===== src/rtl/mem_pkg.sv =====
// mem_pkg: shared types and constants for the L2 request path
package mem_pkg;

    typedef enum logic [1:0] {IDLE, BUSY, DRAIN} arb_state_t;

    localparam int REQ_L1D   = 0;
    localparam int REQ_L1I   = 1;
    localparam int REQ_PF    = 2;
    localparam int LINE_BITS = 256;

    function automatic logic [31:0] line_align(input logic [31:0] addr);
        return {addr[31:5], 5'b0};
    endfunction

endpackage


===== src/rtl/rr_arbiter.sv =====
// rr_arbiter: combinational round-robin pick, searching upward from ptr and wrapping
module rr_arbiter #(
    parameter int N  = 3,
    parameter int PW = 2
) (
    input  logic [N-1:0]  req,
    input  logic [PW-1:0] ptr,
    output logic [N-1:0]  grant
);

    logic found;

    // first pass covers ptr..N-1, second pass wraps to 0..ptr-1
    always_comb begin
        grant = '0;
        found = 1'b0;
        for (int k = 0; k < N; k++) begin
            if (!found && req[k] && k >= int'(ptr)) begin
                grant[k] = 1'b1;
                found    = 1'b1;
            end
        end
        for (int k = 0; k < N; k++) begin
            if (!found && req[k]) begin
                grant[k] = 1'b1;
                found    = 1'b1;
            end
        end
    end

endmodule


===== src/rtl/l2_arbiter.sv =====
// l2_arbiter: round-robin owner selection for the single L2 port with a watchdog
module l2_arbiter
    import mem_pkg::*;
#(
    parameter int NUM_REQ = 3,
    parameter int TIMEOUT = 255
) (
    input  logic                           clk,
    input  logic                           reset,
    input  logic [NUM_REQ-1:0]             req_request,
    input  logic [NUM_REQ*32-1:0]          req_addr,
    input  logic [NUM_REQ-1:0]             req_write_en,
    input  logic [NUM_REQ*LINE_BITS-1:0]   req_write_data,
    output logic [NUM_REQ-1:0]             req_grant,
    output logic [NUM_REQ-1:0]             req_done,
    output logic [LINE_BITS-1:0]           req_rdata,
    output logic [31:0]                    l2_addr,
    output logic                           l2_request,
    output logic                           l2_write_en,
    output logic [LINE_BITS-1:0]           l2_write_data,
    input  logic [LINE_BITS-1:0]           l2_data,
    input  logic                           l2_done,
    output logic                           timeout_err
);

    localparam int PW = (NUM_REQ > 1) ? $clog2(NUM_REQ) : 1;

    arb_state_t           state, state_d;
    logic [PW-1:0]        ptr, owner, win_idx;
    logic [NUM_REQ-1:0]   win;
    logic [31:0]          win_addr;
    logic                 win_we;
    logic [LINE_BITS-1:0] win_data;
    logic [7:0]           wdog;
    logic                 start, done_hit, wd_hit;

    rr_arbiter #(.N(NUM_REQ), .PW(PW)) u_rr (
        .req   (req_request),
        .ptr   (ptr),
        .grant (win)
    );

    assign req_done  = req_grant & {NUM_REQ{l2_done}};
    assign req_rdata = l2_data;

    // encode the one-hot winner and mux its request fields
    always_comb begin
        win_idx  = '0;
        win_addr = '0;
        win_we   = 1'b0;
        win_data = '0;
        for (int i = 0; i < NUM_REQ; i++) begin
            if (win[i]) begin
                win_idx  = PW'(i);
                win_addr = req_addr[i*32 +: 32];
                win_we   = req_write_en[i];
                win_data = req_write_data[i*LINE_BITS +: LINE_BITS];
            end
        end
    end

    // next state: l2_done wins over a watchdog expiry in the same cycle
    always_comb begin
        start    = (state == IDLE) && |req_request;
        done_hit = (state == BUSY) && l2_done;
        wd_hit   = (state == BUSY) && !l2_done && (wdog == 8'(TIMEOUT));
        state_d  = start                ? BUSY  :
                   (done_hit || wd_hit) ? DRAIN :
                   (state == DRAIN)     ? IDLE  : state;
    end

    // state register
    always_ff @(posedge clk) begin
        if (reset)
            state <= IDLE;
        else
            state <= state_d;
    end

    // grant, L2 request latches, round-robin pointer and watchdog
    always_ff @(posedge clk) begin
        if (reset) begin
            req_grant     <= '0;
            owner         <= '0;
            ptr           <= '0;
            l2_request    <= 1'b0;
            l2_write_en   <= 1'b0;
            l2_addr       <= '0;
            l2_write_data <= '0;
            timeout_err   <= 1'b0;
            wdog          <= '0;
        end else if (start) begin
            req_grant     <= win;
            owner         <= win_idx;
            l2_request    <= 1'b1;
            l2_write_en   <= win_we;
            l2_addr       <= line_align(win_addr);
            l2_write_data <= win_data;
            wdog          <= '0;
        end else if (done_hit || wd_hit) begin
            req_grant   <= '0;
            l2_request  <= 1'b0;
            l2_write_en <= 1'b0;
            timeout_err <= timeout_err | wd_hit;
            if (done_hit)
                ptr <= (owner == PW'(NUM_REQ - 1)) ? '0 : owner + 1'b1;
        end else if (state == BUSY) begin
            wdog <= wdog + 8'd1;
        end
    end

endmodule

===== config.mk =====
export PLATFORM = sky130hd
export DESIGN_NAME = l2_arbiter
export DESIGN_NICKNAME = d
export VERILOG_FILES = /design/src/rtl/mem_pkg.sv /design/src/rtl/rr_arbiter.sv /design/src/rtl/l2_arbiter.sv
export SDC_FILE = /design/constraint.sdc
export NUM_CORES = 1
export LEC_CHECK = 0
export ABC_AREA = 1
export BUFFER_PORTS_ARGS = -buffer_cell sky130_fd_sc_hd__buf_2
export CORE_AREA = 10 10 653 655
export CTS_CLUSTER_DIAMETER = 100
export CTS_CLUSTER_SIZE = 20
export DETAILED_ROUTE_END_ITERATION = 8
export DIE_AREA = 0 0 663 665
export SLEW_MARGIN = 20
export SYNTH_ARGS = -nofsm -noshare
export SYNTH_HDL_FRONTEND = slang
export SYNTH_SLANG_ARGS = --single-unit
export TNS_END_PERCENT = 1

===== constraint.sdc =====
create_clock -name clk -period 3.09 [get_ports clk]
set_input_delay 0.618 -clock clk [delete_from_list [all_inputs] [get_ports clk]]
set_output_delay 0.618 -clock clk [all_outputs]
set_load 0.02 [all_outputs]

# [Word-level counts from Yosys, hierarchy flattened]
# Index checks and enable logic that the tools add are counted.
[word_totals] in_bits=1129 register_bits=303 word_cells=82 out_inout_bits=553
[op_classes] n_reduce_logical=28 mux=30 addsub=2 n_eq_ne=4 n_bitwise=4 order_cmp=3
[op_table] cell="two-way mux 256 bit" n=3
[op_table] cell="two-way mux 32 bit" n=3
[op_table] cell="two-way mux 1 bit" n=18
[op_table] cell="logical AND 1 bit" n=12
[op_table] cell="adder 8 x 1 -> 8 bit, second input constant" n=1
[op_table] cell="== test 8 bit, second input constant" n=1
[op_table] cell="two-way mux 2 bit" n=4
[op_table] cell="logical NOT 1 bit" n=6
[op_table] cell="two-way mux 3 bit" n=2
[op_table] cell="== test 2 bit, second input constant" n=2
[op_table] cell=">= comparator 1 x 2 -> 1 bit, first input constant" n=2
[op_table] cell="AND reduction 2 bit" n=2
[op_table] cell="nonzero test 2 bit" n=2
[op_table] cell="bitwise AND 3 bit" n=1
[op_table] cell="AND reduction 3 bit" n=1
[op_table] cell="nonzero test 3 bit" n=1
[op_table] cell="OR reduction 3 bit" n=1
[op_table] cell="adder 2 x 1 -> 2 bit, second input constant" n=1
[op_table] cell="== test 2 x 1 -> 1 bit, second input constant" n=1
[op_table] cell=">= comparator 2 bit, first input constant" n=1
[op_table] cell="logical NOT 2 bit" n=1
[op_table] cell="NOT 1 bit" n=2
[op_table] cell="OR reduction 2 bit" n=1
[op_table] cell="logical OR 1 bit" n=1
[op_table] cell="bitwise OR 1 bit" n=1

# [Longest topological paths before layout]
[logic_depth] depth_word=22 depth_mapped=12 depth_no_buf=10

# [Cells and area by module]
# From an unflattened synthesis, not the netlist that was laid out.
[hier_totals] hier_cells=2907 area_unflattened_um2=18223.7
[modules_own_cells] mod="l2_arbiter" area_per_inst_um2=18147.4 n_inst=1 seq_area_each_um2=6065.8 cells_per_inst=2891
[modules_own_cells] mod="rr_arbiter" area_per_inst_um2=76.3 n_inst=1 seq_area_each_um2=0.0 cells_per_inst=16

# [Worst setup path after synthesis]
# Ideal clock, no wire load.
[synth_timing] kind="input-to-reg" startpoint="input port req_request[2]" endpoint="register l2_write_data[141]" path_buffers=2 arrival_time_ns=1.640 setup_time_ns=0.070 slack_ns=1.380 required_time_ns=3.020 path_stages=9 cell_sequence="inv_1 o2111ai_1 nand2_1 buf_2 buf_1 nand2_1 nand2_1 nand2_1 a21oi_1"
[synth_via] elab_chain_len=13 elab_cells_between_ends=20 classes_between="10 x mux; 10 x reduce/logical"
[synth_rtl] item="from (decl)" line="l2_arbiter.sv:10" source="input logic [NUM_REQ-1:0] req_request,"
[synth_rtl] item="logical AND 1 bit (2 in series)" line="rr_arbiter.sv:18" source="if (!found && req[k] && k >= int'(ptr)) begin"
[synth_rtl] item="two-way mux 1 bit" line="rr_arbiter.sv:18"
[synth_rtl] item="logical NOT 1 bit" line="rr_arbiter.sv:24" source="if (!found && req[k]) begin"
[synth_rtl] item="logical AND 1 bit" line="rr_arbiter.sv:24"
[synth_rtl] item="two-way mux 1 bit" line="rr_arbiter.sv:24"
[synth_rtl] item="logical NOT 1 bit" line="rr_arbiter.sv:24"
[synth_rtl] item="logical AND 1 bit" line="rr_arbiter.sv:24"
[synth_rtl] item="two-way mux 1 bit" line="rr_arbiter.sv:24"
[synth_rtl] item="logical NOT 1 bit" line="rr_arbiter.sv:24"
[synth_rtl] item="logical AND 1 bit" line="rr_arbiter.sv:24"
[synth_rtl] item="two-way mux 1 bit" line="rr_arbiter.sv:24"
[synth_rtl] item="two-way mux 256 bit" line="l2_arbiter.sv:53" source="if (win[i]) begin"
[synth_rtl] item="to (signal assigned)" line="l2_arbiter.sv:98" source="l2_write_data <= win_data;"
[synth_rtl] item="to (decl)" line="l2_arbiter.sv:20" source="output logic [LINE_BITS-1:0] l2_write_data,"
# Several ways; a longest one is shown, not always the timed one.
# A chain may end at the register's enable or synchronous reset.

# [Worst setup path in the final report]
[layout_timing] startpoint="register ptr[0]" endpoint="register l2_write_data[138]"
[layout_via] elab_chain_len=21 elab_cells_between_ends=29 classes_between="3 x order compare; 13 x mux; 13 x reduce/logical"
[layout_rtl] item="from (decl)" line="l2_arbiter.sv:29" source="logic [PW-1:0] ptr, owner, win_idx;"
[layout_rtl] item="from (signal assigned)" line="l2_arbiter.sv:106" source="ptr <= (owner == PW'(NUM_REQ - 1)) ? '0 : owner + 1'b1;"
[layout_rtl] item=">= comparator 1 x 2 -> 1 bit" line="rr_arbiter.sv:18"
[layout_rtl] item="logical AND 1 bit" line="rr_arbiter.sv:18"
[layout_rtl] item="two-way mux 1 bit" line="rr_arbiter.sv:18"
[layout_rtl] item="logical NOT 1 bit" line="rr_arbiter.sv:18"
[layout_rtl] item="logical AND 1 bit (2 in series)" line="rr_arbiter.sv:18"
[layout_rtl] item="two-way mux 1 bit" line="rr_arbiter.sv:18"
[layout_rtl] item="logical NOT 1 bit" line="rr_arbiter.sv:18"
[layout_rtl] item="logical AND 1 bit (2 in series)" line="rr_arbiter.sv:18"
[layout_rtl] item="[... 3 more ...]"
[layout_rtl] item="two-way mux 1 bit" line="rr_arbiter.sv:24"
[layout_rtl] item="logical NOT 1 bit" line="rr_arbiter.sv:24"
[layout_rtl] item="logical AND 1 bit" line="rr_arbiter.sv:24"
[layout_rtl] item="two-way mux 1 bit" line="rr_arbiter.sv:24"
[layout_rtl] item="logical NOT 1 bit" line="rr_arbiter.sv:24"
[layout_rtl] item="logical AND 1 bit" line="rr_arbiter.sv:24"
[layout_rtl] item="two-way mux 1 bit" line="rr_arbiter.sv:24"
[layout_rtl] item="two-way mux 256 bit *" line="l2_arbiter.sv:53"
# Mark *: on every way between the ends. The rest lies on a longest branch, timed or not.

==> results.md <==
- Seq pwr share: about 29%
- Post-route minimum period: 2.40 ns
- Post-DP HPWL: 280,000 um
- Synth Area in Adders: less than 1%
- Clock root buffer: clkbuf_16
- Compound-Gate Fraction of Synth Area: between 7 and 8%
- Period Utilization, post-route: 77.7%
- Clk sinks: 303
- CTS resizes: 0
- Class of the worst hold path: in2reg
- Peak Freq: 417 MHz
- Initial core utilization: 4.82%
- Hold_buf cts: 0
- Placed Instance Area: 30,500 um2
- Number of port buffers: between 1,000 and 1,500
- Worst hold slack: between 0.15 and 0.2 ns
- Die width: 663 um
- P&R area growth vs syn: 63.1%
- Pins over their slew limit: 0
- Total GRT Usage: 13.3%
- Detailed Route WL: 307,000 um
- Number of I/O pins: 1,682
- DRC viols: 0
- Cell Area, Synth: 19,900 um2
- Finished Layout Cells: just under 10,000
- Share of cells above drive strength 1: between 30 and 40%
- CTS buffer count: roughly 40
- CP endpoint kind: register
- Worst skew pair latency: 0.74 ns
- Clk slew on worst S/H paths: ~0.11 ns
- Switching power: 6890 uW
- Post-route cell area: 32,400 um2
- MaxCap Viol Count: 0
- Total gr overflow: 0
- CTS tree: built
- Combinational share of power: 33.1%
- Largest net degree at the start of global routing: roughly 120
- Setup TNS: 0 ns
- DRT iter0 DRCs: around 2,000
- Distinct cells, synth: 27
- Vias/cell: 2.76
- Placed Instances: 9,676
- Top fanout value on the critical path: 55
- XOR/XNOR Fraction of Synth Area: less than 1%
- Least-Margin Pin Slew: 0.868 ns
- WP data arrival: 3.04 ns
- Worst Skew: 0.0468 ns
- Seq/Total Area, Yosys: 30.5%
- Status: completed
- RSZ-0062 raised after global routing: false
- # Post-CTS Setup Buffers: 0
- Total Power: 15,600 uW
- Clk pwr share: 37.9%
- Final #Nets: around 5,400
- # rows: 236
- Drt first pass iters: 6
- Internal cell power: ~9000 uW
- Largest family of logic cells by synthesized area: simple AND/OR/NAND/NOR gates
- Switching share of power: 44.1%
- Pwr dens: 483 nW/um2
- Post-synthesis mux area share: 0%
- Count of final setup violators: 0
- Gpl congestion: 0.913
- DRT antenna net count: 0
- Maximum vdd drop: roughly 370 uV
- WL/cell: ~31 um
- Vias in the first global route: ~25,000
- Htree depth: 2
- Leak: 0.0149 uW
- Initial antenna violation count: 485
- CTS Buffer Depth: 3
- Avg Synthesized Cell Area: 5.75 um2
- First-pass GRT wire length: 362,000 um
- Die height: 665 um
- CORE AREA: 413,000 um2
- Req. time, crit path: 3.72 ns
- Relative slew margins: 42.1%
- Worst setup SP type: register
- Die area: 441,000 um2
- Synth Area in Simple Gates: 40.6%
- Final hold vios: 0
- Worst setup path class: reg2reg
- #FFs+latches synth: between 300 and 400
- Synth warn: 0
- Routed via count: 27,300
- Mapped Cells: about 3,500
## final timing paths
kind | slack [ns] | depth (start not counted) | end | start
worst min register to register | 0.47 | 2 | timeout_err$_SDFFE_PP0P_ | timeout_err$_SDFFE_PP0P_
worst max-delay path | 0.69 | 12 | l2_write_data[138]$_SDFFE_PP0P_ | ptr[0]$_SDFFE_PP0P_
worst max register to register | 0.69 | 12 | l2_write_data[138]$_SDFFE_PP0P_ | ptr[0]$_SDFFE_PP0P_
worst min-delay path | 0.20 | 5 | l2_write_data[185]$_SDFFE_PP0P_ | req_write_data[441]
## worst max-delay path, cell delays in order, from the launching register on
cell and delay (ns):
dfxtp_1 0.41, inv_1 0.08, nand2_1 0.08, nand2_1 0.05, nand2_1 0.07, o211ai_1 0.13, nand2_4 0.11, buf_12 0.30
buf_4 0.51, nand2_1 0.10, nand2_1 0.11, nand2_1 0.14, a21oi_1 0.17
## power groups by stage
| stage | clock network (uW) | registers (uW) | logic, uW |
|---|---|---|---|
| detailed placement | 0 | 4630 | 5390 |
| finish | 5930 | 4540 | 5170 |
| global route | 6280 | 4590 | 5700 |
| CTS | 6220 | 4540 | 5410 |
| global placement | 0 | 4610 | 5390 |
| floorplan | 0 | 5110 | 2440 |
## area by class of cell
class	instances	area (um2)
Tap cell	5474	6850
Inverter	307	1160
Antenna cell	119	298
Multi-Input combinational cell	2367	9740
Timing Repair Buffer	1225	6720
Clock buffer	44	1080
Clock inverter	32	500
Fill cell	49000	380000
Sequential cell	303	6070
## layout by cell type (no fill, tap or decap), drive strengths merged, types with 2 or more instances in the layout
cell,synthesis,final
xnor2,3,3
clkinv,0,9
buf,384,1225
nand3,291,291
inv,307,329
nand2,1747,1747
clkbuf,98,44
o22ai,2,2
nor2,6,6
a21oi,298,298
conb,1,5
o211ai,2,2
diode,0,119
dfxtp,303,303
xor2,2,2
nand3b,2,2
nor3,2,2
## sequential cells by signal, summed over array words and instances (netlist names)
name and flops:
state 2, ptr 2, req_grant 3, wdog 8, owner 2, l2_write_en 1, l2_write_data 256, timeout_err 1
l2_addr 27, l2_request 1
## cell usage after synthesis
library cell | n | area (um2)
buf_1 | 23 | 86.3
inv_1 | 306 | 1150
nand3_1 | 290 | 1450
nand3_2 | 1 | 10.0
o22ai_1 | 2 | 12.5
o211ai_1 | 2 | 15.0
buf_4 | 280 | 2100
o21ai_0 | 1 | 5.00
clkbuf_1 | 98 | 368
a211oi_1 | 1 | 7.51
o21a_1 | 1 | 7.51
a21oi_1 | 297 | 1490
xor2_1 | 2 | 17.5
ha_1 | 1 | 12.5
conb_1 | 1 | 3.75
nor2_1 | 6 | 22.5
nand3b_1 | 2 | 15.0
nor3_1 | 2 | 10.0
nand4_1 | 1 | 6.26
buf_2 | 81 | 405
o2111ai_1 | 1 | 8.76
nand2_1 | 1747 | 6560
inv_2 | 1 | 3.75
o31ai_1 | 1 | 7.51
dfxtp_1 | 303 | 6070
xnor2_1 | 3 | 26.3
a21oi_2 | 1 | 8.76
## through the flow
step / setup slack (ns) / utilization [%]
6_report: 0.689 / 7.86
5_1_grt: 0.424 / 7.80
4_1_cts: 0.607 / 7.78
3_5_place_dp: 0.323 / 7.40
3_3_place_gp: 0.354 / 7.40
2_1_floorplan: 1.38 / -
## cells by family (layout without fill, tap and decap cells)
group	Yosys count	count (layout)
other	1	124
AO/OA/AOI/OAI	307	307
XOR/XNOR	5	5
adder cells (fa/ha/maj)	1	1
flip-flops	303	303
AND/OR/NAND/NOR	2049	2049
buffers and inverters	789	1608
## per-layer routing
layer | GRT usage [%] | part of all wire (%) | vias to the layer above
met5 | 0.0322 | 0.74 | -
met4 | 3.19 | 3.6 | 344
met3 | 12.0 | 20 | 996
met2 | 19.7 | 40 | 2168
met1 | 13.9 | 35 | 11700
li1 | - | - | 12000
Note: power is estimated with default switching activity, not from simulation.
